[src/rtl/serial_twos_decoder.sv]
// serial_twos_decoder
//   Bit-serial receiver for LSB-first two's-complement words. The word is
//   returned in parallel, in sign-magnitude form. The magnitude of a negative
//   word uses the carry-free negation rule: copy bits up to and including the
//   first 1, then invert every higher bit. Both the raw word and its negation
//   build up during reception, so the last bit only has to pick one of them.
//
// Parameters
//   WIDTH          word length in bits including the sign (2..32)
//
// Ports
//   clk            system clock, rising edge
//   reset          synchronous, active-high reset
//   bit_valid_i    bit_i is valid this cycle
//   bit_i          serial data bit, LSB first, sign bit last
//   frame_start_i  marks bit_i as bit 0 of a new word (with bit_valid_i)
//   out_ready_i    downstream accepts the result
//   out_valid_o    mag_o/sign_o hold a completed word
//   mag_o          unsigned magnitude |value|
//   sign_o         1 = negative
//   busy_o         word reception in progress
//   frame_err_o    one-cycle pulse on a framing violation
//   overrun_o      one-cycle pulse when a bit is dropped while a result waits
module serial_twos_decoder #(
  parameter int WIDTH = 8
) (
  input  logic             clk,
  input  logic             reset,
  input  logic             bit_valid_i,
  input  logic             bit_i,
  input  logic             frame_start_i,
  input  logic             out_ready_i,
  output logic             out_valid_o,
  output logic [WIDTH-1:0] mag_o,
  output logic             sign_o,
  output logic             busy_o,
  output logic             frame_err_o,
  output logic             overrun_o
);

  localparam int CW = (WIDTH > 2) ? $clog2(WIDTH) : 1;

  typedef enum logic [1:0] {
    IDLE  = 2'd0,
    SHIFT = 2'd1,
    HOLD  = 2'd2
  } state_t;

  state_t            state;
  state_t            state_nxt;
  logic [CW-1:0]     count;
  logic [WIDTH-1:0]  raw;
  logic [WIDTH-1:0]  neg;
  logic              seen_one;

  logic              take_first;
  logic              take_next;
  logic              last_bit;
  logic              err_nxt;
  logic              ovr_nxt;
  logic [CW-1:0]     idx;
  logic              seen_eff;

  // Select the sign-magnitude magnitude on the sign bit. For a negative word
  // the top magnitude bit follows the same copy/invert rule as the rest; for
  // the most negative value no 1 has been seen yet, so the MSB stays set.
  function automatic logic [WIDTH-1:0] sm_mag(
    input logic             b,
    input logic             seen,
    input logic [WIDTH-2:0] raw_low,
    input logic [WIDTH-2:0] neg_low
  );
    if (b) begin
      return {b ^ seen, neg_low};
    end
    return {b, raw_low};
  endfunction

  assign last_bit = (count == CW'(WIDTH - 1));
  assign busy_o   = (state == SHIFT);

  // A new frame always restarts at index 0 with no 1 seen yet, whatever the
  // aborted or completed previous word left behind.
  assign idx      = take_first ? '0 : count;
  assign seen_eff = take_first ? 1'b0 : seen_one;

  always_comb begin
    state_nxt  = state;
    take_first = 1'b0;
    take_next  = 1'b0;
    err_nxt    = 1'b0;
    ovr_nxt    = 1'b0;
    case (state)
      IDLE: begin
        if (bit_valid_i) begin
          if (frame_start_i) begin
            take_first = 1'b1;
            state_nxt  = SHIFT;
          end else begin
            err_nxt = 1'b1;
          end
        end
      end
      SHIFT: begin
        if (bit_valid_i) begin
          if (frame_start_i) begin
            take_first = 1'b1;
            err_nxt    = 1'b1;
          end else begin
            take_next = 1'b1;
            if (last_bit) begin
              state_nxt = HOLD;
            end
          end
        end
      end
      HOLD: begin
        if (out_ready_i) begin
          state_nxt = IDLE;
          if (bit_valid_i && frame_start_i) begin
            take_first = 1'b1;
            state_nxt  = SHIFT;
          end else if (bit_valid_i) begin
            // Handshake completes, but a non-start bit arrives with no frame
            // open: treated like a stray bit in IDLE.
            err_nxt = 1'b1;
          end
        end else if (bit_valid_i) begin
          ovr_nxt = 1'b1;
        end
      end
      default: begin
        state_nxt = IDLE;
      end
    endcase
  end

  always_ff @(posedge clk) begin
    if (reset) begin
      state       <= IDLE;
      count       <= '0;
      raw         <= '0;
      neg         <= '0;
      seen_one    <= 1'b0;
      mag_o       <= '0;
      sign_o      <= 1'b0;
      out_valid_o <= 1'b0;
      frame_err_o <= 1'b0;
      overrun_o   <= 1'b0;
    end else begin
      state       <= state_nxt;
      frame_err_o <= err_nxt;
      overrun_o   <= ovr_nxt;

      // Bit capture: raw copy and running negation side by side
      if (take_first || take_next) begin
        raw[idx]  <= bit_i;
        neg[idx]  <= bit_i ^ seen_eff;
        seen_one  <= seen_eff | bit_i;
        count     <= (take_next && last_bit) ? '0 : idx + 1'b1;
      end

      // Result register: loaded on the sign bit, cleared valid on handshake
      if (take_next && last_bit) begin
        sign_o      <= bit_i;
        mag_o       <= sm_mag(bit_i, seen_one, raw[WIDTH-2:0], neg[WIDTH-2:0]);
        out_valid_o <= 1'b1;
      end else if (state == HOLD && out_ready_i) begin
        out_valid_o <= 1'b0;
      end
    end
  end

endmodule

[config.mk]
export PLATFORM = sky130hd
export DESIGN_NAME = serial_twos_decoder
export DESIGN_NICKNAME = d
export VERILOG_FILES = /design/src/rtl/serial_twos_decoder.sv
export SDC_FILE = /design/constraint.sdc
export NUM_CORES = 1
export LEC_CHECK = 0
export ABC_AREA = 1
export CAP_MARGIN = 25
export CORE_MARGIN = 2
export CORE_UTILIZATION = 25
export CTS_BUF_LIST = sky130_fd_sc_hd__clkbuf_4 sky130_fd_sc_hd__clkbuf_8
export CTS_CLUSTER_DIAMETER = 80
export DETAILED_ROUTE_END_ITERATION = 8
export HOLD_SLACK_MARGIN = 0.05
export MAX_ROUTING_LAYER = met4
export SYNTH_ARGS = -nofsm -noshare
export SYNTH_HDL_FRONTEND = slang
export SYNTH_SLANG_ARGS = --single-unit
[constraint.sdc]
create_clock -name clk -period 1.56 [get_ports clk]
set_input_delay 0.468 -clock clk [delete_from_list [all_inputs] [get_ports clk]]
set_output_delay 0.468 -clock clk [all_outputs]
set_load 0.02 [all_outputs]
==> run_results.csv <==
group,metric,value,unit
sta,rsz0062_at_grt,"false",
setup_path,crit_path_start_kind,"flop",
detailed_routing,drcViolationCount,0,
grt,grt_max_degree,22,
die,start_util,25.9,%
sta,timing.final.crit_period,1440,ps
clocking,clock_path_buffers,2,
synth,syn-cell-area,0.00155,mm2
grt,grt.overflow.total,0,
detailed_routing,antenna_left,0,
grt,grt_use_total,12.2,%
synth,ys.flop_type,"dfxtp_1",
setup_path,path_cells,"inv_1 > nand2_2 > inv_4 > buf_2",
job,maxCapViolCount,0,
setup_path,crit_required,1090,ps
detailed_routing,viasPerCell,4.31,
synth,ys_types,30,
sta,slew_headroom,83.0,%
sta,fin_skew,5.50,ps
placed_design,dpl_cell_area,0.00201,mm2
placed_design,gp_congestion,0.755,
cells_and_area,areaGrowthSynthToFinish,39.5,%
synth,syn_avg_cell_area,7.43,um2
die,die-height,82.6,um
cells_and_area,n_antenna_cell,0,
clocking,cts.clk_slew.worst_paths,60,ps
die,ioPinCount,19,
sta,hold_ws,462,ps
synth,ys_seq_area_share,41.5,%
power_and_ir_drop,power-per-cell-area,861,mW/mm2
cells_and_area,final_nets,262,
cells_and_area,final_cell_mix,"nand2_1 (42), dfxtp_1 (32), nor2_1 (31)",
grt,grt_pass1_wl,6.09,mm
detailed_routing,wl_per_cell,10.1,um
placed_design,portBuffers,18,
setup_path,slowest_delay,320,ps
clocking,worstSkewPairLatency,290,ps
grt,antenna_found_initial,0,
sta,slew_viol_final,0,
setup_path,crit_arrival,970,ps
power_and_ir_drop,leakage,0.938,nW
setup_path,worstSetupPathType,"reg2out",
cells_and_area,final_design_area_no_fill,0.00216,mm2
sta,hold_viol,0,
clocking,numCtsBuffers,5,
placed_design,dp_hpwl,2.41,mm
cells_and_area,final_common_cell,"nand2_1",
clocking,htree_levels,2,
die,die-area,0.00683,mm2
setup_path,critPathSlowestCell,"dfxtp_1",
clocking,cts_root_buffer,"clkbuf_8",
cells_and_area,fin_util,36.2,%
detailed_routing,num_vias,1426,
synth,async_reset_ff_share,0,%
cells_and_area,drive_gt1_share,27.0,%
clocking,tritoncts,"yes",
sta,max_freq,693,MHz
synth,synth_nets,215,
setup_path,endpoint_kind,"output pin",
synth,postSynthCellCount,208,
run_status,status,"finished, final reports clean",
worst_hold_path,min_path_type,"reg2reg",
power_and_ir_drop,irDropWorstVdd,0.287,mV
clocking,clock-sinks,32,
clocking,cts.hold.buffers_added,0,
detailed_routing,drtIter0Drc,72,
synth,synth_edf_count,0,
die,num_rows,28,
detailed_routing,dr.pass1.iters,4,
grt,grt_pass1_vias,1405,
detailed_routing,routed_wl,3.36,mm
sta,finalCritPeriodShare,92.5,%
sta,worst_pin_slew,255,ps
die,coreArea,0.00596,mm2
synth,ys_warn_count,0,
power_and_ir_drop,p_total,1.86,mW
sta,setup-violations-final,0,
synth,ys_seq_elements,32,
die,die_x,82.6,um
setup_path,crit_path_max_fanout,2,
synthesized netlist by cell type (all sizes together), types with 2 or more instances:
cell / count / area [um2]
nand2: 50 / 215
nor2: 38 / 174
dfxtp: 32 / 641
inv: 18 / 70.1
o21ai: 16 / 80.1
nand3: 14 / 123
a21oi: 10 / 50.1
a31oi: 7 / 43.8
buf: 6 / 46.3
nor3: 5 / 25.0
clkbuf: 4 / 15.0
nand4: 2 / 12.5
where the power goes:
part	switching (mW)	internal (mW)	total [mW]
clock network	0.320	0.472	0.792
logic	0.122	0.0995	0.221
registers	0.0114	0.831	0.843
logic make-up after synthesis:
logic type	after synthesis	synth area share, %
compound gates	37	13.3
fa+ha+maj	1	0.810
buf+inv	28	8.50
flops	32	41.5
simple gates	110	36.0
worst max-delay path: cells and delay by family, from the launching register on:
family	cells	cell delay (ps)
DFF	1	320
buffers and inverters	3	290
and+or+nand+nor	1	80
metrics by stage:
stage / TNS (ps) / setup WS (ps) / instances
after floorplan: 0 / 26.6 / 208
after global placement: -9170 / -377 / 320
after detailed placement: -9580 / -417 / 320
after CTS: 0 / 5.73 / 330
after global routing: 0 / 21.8 / 331
final: 0 / 117 / 331
registers in the layout, summed over array words and instances, names as in the netlist:
signal	flops
mag_o	8
neg	7
raw	7
count	3
state	2
frame_err_o	1
out_valid_o	1
overrun_o	1
seen_one	1
sign_o	1
timing repair:
action                     4_1_cts  5_1_grt
setup buffers                    1        1
resized for setup               23        6
setup endpoints to repair       36        8
pin swaps                        6        2
cloned                           1        0
metal layers:
metal / global-route usage [%] / vias to the layer above / share of wire (%) / routed length [um]
met4: 6.89 / 0 / 2.4 / 80
met3: 2.50 / 7 / 4.0 / 135
met5: - / - / 0 / 0
met2: 19.8 / 18 / 46 / 1530
met1: 14.1 / 629 / 48 / 1610
li1: - / 772 / - / -
cell type report:
cell class / count / area [um2]
clock buffers: 5 / 68.8
clock inverters: 3 / 42.5
fillers: 652 / 3800
inverters: 18 / 72.6
multi-input cells: 149 / 823
flip-flops and latches: 32 / 641
well taps: 75 / 93.8
repair buffers: 49 / 414
worst paths after layout:
kind | startpoint | endpoint | slack (ps) | depth (start not counted)
max | state[1] | busy_o | 120 | 4
min | mag_o[7] | mag_o[7] | 460 | 2
max reg2reg | state[1] | neg[5] | 140 | 7
min reg2reg | mag_o[7] | mag_o[7] | 460 | 2
(Power assumes the default switching activity.)
